### src/rtl/t08_mem_responder.sv
// ---------------------------------------------------------------------------
// t08_mem_responder
//
// Word-organised data memory that answers a load/store handler with a fixed,
// parameterised latency. A request sampled in IDLE is latched in full, the
// block stays busy for LATENCY+1 cycles, and a one-cycle done pulse (with
// error status) marks completion. Storage and rdata update on the edge that
// enters RESP, so they are visible together with done.
//
// Parameters
//   DEPTH    number of 32-bit words in storage (default 64)
//   LATENCY  cycles from accept to done, 1..15 (default 2)
//
// Ports
//   clk      in   system clock, rising edge
//   nrst     in   asynchronous active-low reset
//   read     in   read request
//   write    in   write request
//   address  in   byte address; word index is address[31:2]
//   wdata    in   write data
//   wstrb    in   byte-lane write enables (bit i -> wdata[8i+7:8i])
//   rdata    out  last successfully read word
//   busy     out  transaction in progress (WAIT or RESP)
//   done     out  one-cycle completion pulse
//   error    out  completion status, only meaningful while done=1
// ---------------------------------------------------------------------------
module t08_mem_responder #(
    parameter int unsigned DEPTH   = 64,
    parameter int unsigned LATENCY = 2
) (
    input  logic        clk,
    input  logic        nrst,
    input  logic        read,
    input  logic        write,
    input  logic [31:0] address,
    input  logic [31:0] wdata,
    input  logic [3:0]  wstrb,
    output logic [31:0] rdata,
    output logic        busy,
    output logic        done,
    output logic        error
);

    localparam int unsigned AW  = (DEPTH > 1) ? $clog2(DEPTH) : 1;
    localparam logic [3:0]  LAT = 4'(LATENCY);

    typedef enum logic [1:0] {
        S_IDLE,
        S_WAIT,
        S_RESP
    } state_t;

    state_t      r_state;
    state_t      w_state_nxt;
    logic [3:0]  r_cnt;
    logic [3:0]  w_cnt_nxt;
    logic        w_accept;
    logic        w_finish;

    // Request captured at accept; inputs are don't-care afterwards.
    logic [29:0] r_widx;
    logic [31:0] r_wdata;
    logic [3:0]  r_wstrb;
    logic        r_rd;
    logic        r_wr;

    logic [31:0] r_mem [DEPTH];
    logic [31:0] r_rdata;
    logic        r_done;
    logic        r_err;

    logic          w_oob;
    logic          w_err;
    logic          w_do_wr;
    logic          w_do_rd;
    logic [AW-1:0] w_idx;
    logic          w_unused_addr;

    // Alignment is the handler's job; the low address bits carry no meaning here.
    assign w_unused_addr = ^address[1:0];

    // ------------------------------------------------------------------
    // FSM: state register
    // ------------------------------------------------------------------
    always_ff @(posedge clk or negedge nrst) begin
        if (!nrst) begin
            r_state <= S_IDLE;
            r_cnt   <= '0;
        end else begin
            r_state <= w_state_nxt;
            r_cnt   <= w_cnt_nxt;
        end
    end

    // ------------------------------------------------------------------
    // FSM: next state / counter
    // The counter starts at 1 on accept, so a LATENCY=1 transaction spends
    // exactly one cycle in WAIT and done lands at accept+LATENCY for every
    // legal LATENCY.
    // ------------------------------------------------------------------
    always_comb begin
        w_state_nxt = r_state;
        w_cnt_nxt   = r_cnt;
        w_accept    = 1'b0;
        w_finish    = 1'b0;
        case (r_state)
            S_IDLE: begin
                if (read || write) begin
                    w_accept    = 1'b1;
                    w_state_nxt = S_WAIT;
                    w_cnt_nxt   = 4'd1;
                end
            end
            S_WAIT: begin
                if (r_cnt == LAT) begin
                    w_finish    = 1'b1;
                    w_state_nxt = S_RESP;
                    w_cnt_nxt   = '0;
                end else begin
                    w_cnt_nxt = r_cnt + 4'd1;
                end
            end
            S_RESP: begin
                w_state_nxt = S_IDLE;
            end
            default: begin
                w_state_nxt = S_IDLE;
                w_cnt_nxt   = '0;
            end
        endcase
    end

    // ------------------------------------------------------------------
    // Request latch
    // ------------------------------------------------------------------
    always_ff @(posedge clk or negedge nrst) begin
        if (!nrst) begin
            r_widx  <= '0;
            r_wdata <= '0;
            r_wstrb <= '0;
            r_rd    <= 1'b0;
            r_wr    <= 1'b0;
        end else if (w_accept) begin
            r_widx  <= address[31:2];
            r_wdata <= wdata;
            r_wstrb <= wstrb;
            r_rd    <= read;
            r_wr    <= write;
        end
    end

    // ------------------------------------------------------------------
    // Completion decode
    // ------------------------------------------------------------------
    assign w_oob   = ({2'b00, r_widx} >= 32'(DEPTH));
    assign w_err   = (r_rd && r_wr) || w_oob;
    assign w_do_wr = w_finish && r_wr && !w_err;
    assign w_do_rd = w_finish && r_rd && !w_err;
    assign w_idx   = r_widx[AW-1:0];

    // ------------------------------------------------------------------
    // Storage: byte-lane merge on the edge entering RESP
    // ------------------------------------------------------------------
    always_ff @(posedge clk or negedge nrst) begin
        if (!nrst) begin
            for (int unsigned i = 0; i < DEPTH; i++) begin
                r_mem[i] <= '0;
            end
        end else if (w_do_wr) begin
            for (int unsigned b = 0; b < 4; b++) begin
                if (r_wstrb[b]) begin
                    r_mem[w_idx][8*b +: 8] <= r_wdata[8*b +: 8];
                end
            end
        end
    end

    // ------------------------------------------------------------------
    // Response registers; rdata only moves on a successful read
    // ------------------------------------------------------------------
    always_ff @(posedge clk or negedge nrst) begin
        if (!nrst) begin
            r_rdata <= '0;
            r_done  <= 1'b0;
            r_err   <= 1'b0;
        end else begin
            r_done <= w_finish;
            r_err  <= w_finish && w_err;
            if (w_do_rd) begin
                r_rdata <= r_mem[w_idx];
            end
        end
    end

    assign rdata = r_rdata;
    assign done  = r_done;
    assign error = r_err;
    assign busy  = (r_state != S_IDLE);

endmodule

### config.mk
export PLATFORM = sky130hd
export DESIGN_NAME = t08_mem_responder
export DESIGN_NICKNAME = d
export VERILOG_FILES = /design/src/rtl/t08_mem_responder.sv
export SDC_FILE = /design/constraint.sdc
export NUM_CORES = 2
export LEC_CHECK = 0
export ABC_CLOCK_PERIOD_IN_PS = 2700
export BUFFER_PORTS_ARGS = -buffer_cell sky130_fd_sc_hd__buf_4
export CAP_MARGIN = 0
export CORE_MARGIN = 2
export CORE_UTILIZATION = 44
export CTS_CLUSTER_DIAMETER = 50
export DETAILED_ROUTE_END_ITERATION = 10
export PLACE_DENSITY = 0.66
export SYNTH_ARGS = -nofsm -noshare
export SYNTH_HDL_FRONTEND = slang
export SYNTH_SLANG_ARGS = --single-unit
### constraint.sdc
create_clock -name clk -period 2.7 [get_ports clk]
set_clock_uncertainty 0.05 [all_clocks]
set_input_delay 0.135 -clock clk [delete_from_list [all_inputs] [get_ports clk]]
set_output_delay 0.135 -clock clk [all_outputs]
set_load 0.05 [all_outputs]
* After elaboration in Yosys (flattened, before gate mapping)
Index checks and enable logic that the tools add are counted.
** Operators by class
- $add $sub $neg :: 1
- $lt $le $gt $ge :: 3
- Equal/unequal tests :: 5
- Muxes and demuxes :: 32
- Bitwise gates (word level) :: 2
- Reduce and logical (&&, ||, !) cells :: 14
** Operators with widths (number)
- $mux 2048 :: 7
- $bwmux 2048 :: 4
- $demux 32 s6 :: 4
- $bmux 32 s6 :: 1
- $mux 32 :: 3
- $ge 30x7->1 const B :: 1
- $mux 24 :: 1
- $mux 16 :: 1
- $pmux 4 s3 :: 1
- $mux 4 :: 2
- $mux 8 :: 1
- $ge 7x7->1 const B :: 1
- $logic_and 1x1->1 :: 7
- $lt 7x1->1 const B :: 1
- $not 6->7 :: 1
- $add 4x1->4 const B :: 1
- $eq 4x2->1 const B :: 1
- $mux 1 :: 4
- $mux 2 :: 2
- $ne 2x2->1 const B :: 2
- $pmux 2 s2 :: 1
- $reduce_and 2->1 :: 2
- $eq 2x1->1 const B :: 1
- $eq 2x2->1 const B :: 1
- 5 further kinds :: 6
** Storage, ports and cells
- Register bits after elaboration :: 2156
- Input port bits :: 72
- Word-level logic and storage cells :: 131

* Logic depth before layout (Yosys ltp)
- Word-level depth :: 16
- Mapped depth :: 11
- Mapped depth without buffers :: 8

* Worst setup path before layout
No wires, ideal clock.
- Path kind :: flip-flop to flip-flop
- Start :: reg r_cnt[0]
- End :: reg r_mem[1760] (netlist name)
- Setup time :: 128 ps
- Arrival :: 2149 ps
- Setup slack :: 374 ps
- Cell stages (with the launch flop) :: 11
- Period minus slack after synthesis :: 2326 ps
- Path through :: dfrtp_1 > inv_1 > ha_1 > nor3b_1 > nand3_1 > nor3_2 > and2_1 > buf_2 > buf_4 > nand2_2 > mux2_1
** Between the ends
- Cells in the longest elaborated chain, start to end :: 5
** Ends and longest elaborated chain
- start, declared :: line 55 : logic [3:0] r_cnt;
- start signal, assigned :: line 91 : r_cnt <= w_cnt_nxt;
- $eq 4x2->1 :: line 115 : if (r_cnt == LAT) begin
- $mux 1 :: line 115
- $mux 1 :: line 106 : case (r_state)
- $logic_and 1x1->1 (2 in a row) :: line 157 : assign w_do_wr = w_finish && r_wr && !w_err;
- end signal, assigned by index :: line 172 : r_mem[w_idx][8*b +: 8] <= r_wdata[8*b +: 8];
- end, declared :: line 67 : logic [31:0] r_mem [DEPTH];
No other way between the ends.
A chain may end at the register's enable or synchronous reset.

* Final worst setup path
- Start :: reg r_widx[2]
- End :: reg r_rdata[1] (netlist: rdata[1])
** Between the ends
- Cells in the longest elaborated chain, start to end :: 4
- Elaborated cells on any way between the ends :: 8
** Ends and longest elaborated chain
- start, declared :: line 61 : logic [29:0] r_widx;
- start signal, assigned :: line 144 : r_widx <= address[31:2];
- $ge 30x7->1 / $not 6->7 (equally long branches) :: line 155, 190
- $logic_or 1x1->1 / $bmux 32 s6 (equally long branches) :: line 156, 190
- $logic_not 1->1 / $mux 32 (equally long branches) :: line 158, 190
- $logic_and 1x1->1 / $mux 32 (equally long branches) :: line 158, 190
- end signal, assigned :: line 190 : r_rdata <= r_mem[w_idx];
- end, declared :: line 68 : logic [31:0] r_rdata;
Several ways; a longest one is shown, not always the timed one. The select of a mux whose other input is x is not followed.

==> metrics.txt <==
Vias=68.5k; die height=476 um; R2R Setup Slk=-0.17 ns; Worst Hold End=r_widx[5]; R2R depth=10; max_cap viols=0; Sequential Power Share=around 34%; Clock power frac=~31%; fmax=348 MHz; die area=227000 um^2; PwrDens=853 nW/um^2; Rel. slew slack=31.5%; Die Wd=476 um; worst skew pair latency=0.93 ns; first-pass GRT wire length=about 500000 um; RSZ-0062 raised after global routing=yes; logic gate share of total power=between 30% and 40%; Worst EP arrival=3.61 ns; switching share of total power=between 30% and 40%; IO Pins=107; Post-synth EDFFs=0; cell area after synthesis=98100 um^2; Total Routing Usage GR=30.0%; Post-Place Cell Area=~110000 um^2; Worst-path clk slew=0.07 ns; CP Launch Type=register; Async SR Flop Fraction=100%; min-delay worst type=input pin to register; worst hold start=address[7]; unique cell type count in the Yosys netlist=between 70 and 80; WL per Instance=31.5 um; Slew Viols, Final=0; count leader, synth=mux2_2; syn_nets=around 7.1k; routed vias/inst=6.20; Hold Path Depth=4; Final Cycle Share=106%; Period minus WS final=2.87 ns; IO buf count=104; Area Overhead vs Synth=23.2%; initial core utilization=44.2%; biggest area consumer among synthesized cells=dfrtp_1; critical path required time=3.44 ns; synth top area cells=dfrtp_1 (55%), mux2_2 (25%), mux4_2 (3.5%); Clock Tree Buf Depth=3; final hold viol count=0; Hold WS=around 0.046 ns; placed instance count=10.3k; overall routed net length=347000 um; Synth warnings=0; Post-Syn Area per Cell=13.9 um^2; worst slew pin tran=1.03 ns; reg2reg end=rdata[1]; DRC viols=0; floorplan row count=173; post-route ant nets=0; Leak=0.0600 uW; root buffer selected by CTS=clkbuf_16; share of layout cells above drive strength 1=51.8%; initial antenna violation count=7; number of global-route vias before repair=70.6k; CTS tree=built; post-route cell area=121000 um^2; area share of the leading cell type in the synthesized netlist=55.0%; Internal Power=64300 uW; Final setup viols=36; Seq cells post-synth=about 2.2k; status=complete, but fails checks; Primary FF master, synth=dfrtp_1; CP max FO=15; Gate Count Post-Synth=7061; largest net degree at the start of global routing=118; Final GP Congestion=0.975; violated checks=negative setup slack; TritonRoute pass-1 iters=8; FF-to-FF Start=r_widx[2]; Num CTS Buffers=roughly 230; VDD IR max=about 0.0011 V; CP Capture Type=register; Switch Pwr=38800 uW; core area=roughly 220000 um^2; DP HPWL=233000 um; initial DRC count=7151; sequential-to-total area share from yosys stat=a little over half; GRT overflow=0; PnR worst setup slack=-0.175 ns; final-stage net count=7941; CTS Sinks=about 2.2k; htree depth=4; non-filler instance count after layout=11.0k; top cells by count, synth=mux2_2 (2203), dfrtp_1 (2156), clkbuf_1 (345); worst setup path class=register to register
==> layout make-up <==
type,instances,area (um^2)
repair buffers,1136,11900
fillers,18200,101000
clock inverters,88,1030
flip-flops and latches,2156,54000
inverters,6,45.0
multi-input cells,4339,43500
clock buffers,335,6740
diodes,5,12.5
well taps,2975,3720
==> layer usage <==
metal | up-vias | track usage, % | routed length, um
li1 | 27900 | - | -
met1 | 36700 | 40.1 | 140000
met2 | 2982 | 46.1 | 160000
met3 | 806 | 6.07 | 27400
met4 | 4 | 15.9 | 20100
met5 | - | 0 | 21
==> power by group through the flow <==
stage	Sequential (uW)	Clock (uW)	Combinational, uW
6_report	35100	32300	35700
2_1_floorplan	33700	0	14700
5_1_grt	35200	34000	36600
3_3_place_gp	35600	0	30600
4_1_cts	35000	32600	33900
3_5_place_dp	35700	0	30800
==> stage by stage <==
stage	setup TNS [ns]	total power (uW)	worst slack, ns	utilization, %
finish	-1.48	103000	-0.175	54.5
global route	-13.72	106000	-0.175	54.5
CTS	-0.869	102000	-0.176	53.9
detailed placement	-155.08	66400	-0.753	48.8
global placement	-129.87	66200	-0.788	48.8
floorplan	0	48400	0.374	-
==> worst max-delay path: stages, from the launching register on <==
cell and delay, ns:
dfrtp_4 0.47, buf_8 0.24, clkbuf_16 0.23, and3b_2 0.26, buf_12 0.17, buf_12 0.15, a221oi_2 0.25, o21ai_1 0.17
a31oi_4 0.29, o2111a_2 0.31, a21oi_1 0.09
==> what timing repair did <==
item	in CTS	in global routing
cloned	7	9
endpoints found under the setup margin	1571	1394
endpoints found under the hold margin	2229	0
resized for setup	185	233
hold buffers	180	0
pin swaps	49	53
setup buffers	57	26
==> layout by cell type, fill, tap and decap left out, types with 57 or more instances in the layout <==
cell,n
mux2_2,2199
dfrtp_1,2118
buf_4,716
nand2_1,294
clkbuf_16,238
mux2i_1,204
dlygate4sd3_1,179
buf_12,177
a22oi_1,164
nand2_2,157
a221oi_1,157
mux4_2,154
nor2_1,117
o22ai_1,86
nand2_4,74
o21ai_0,74
a21oi_1,68
clkbuf_8,58
a221o_1,57
==> sequential cells by signal (all words and copies together), names as in the netlist <==
name and count:
r_wstrb 4, r_mem 2048, error 1, r_widx 30
r_wr 1, r_rd 1, rdata 32, r_cnt 4
done 1, r_wdata 32, r_state 2
==> worst max-delay path by stage <==
| stage | start | endpoint | slack, ns | cells past startpoint |
|---|---|---|---|---|
| after floorplan | r_cnt[0] | r_mem[1760] | 0.37 | 10 |
| after global placement | r_widx[1] | rdata[27] | -0.79 | 7 |
| after detailed placement | r_widx[1] | rdata[27] | -0.75 | 7 |
| after CTS | r_widx[1] | rdata[1] | -0.18 | 10 |
| after global routing | r_widx[2] | rdata[0] | -0.17 | 9 |
| final | r_widx[2] | rdata[1] | -0.17 | 10 |
==> kinds of logic after synthesis <==
family                   Yosys count  share of synthesized area (%)
adder cells (fa/ha/maj)            2                         0.0255
buffers and inverters            566                           2.58
AO/OA/AOI/OAI                    916                           7.00
flip-flops                      2156                           55.0
AND/OR/NAND/NOR                  826                           4.14
multiplexers                    2595                           31.3
(Power assumes the default switching activity.)
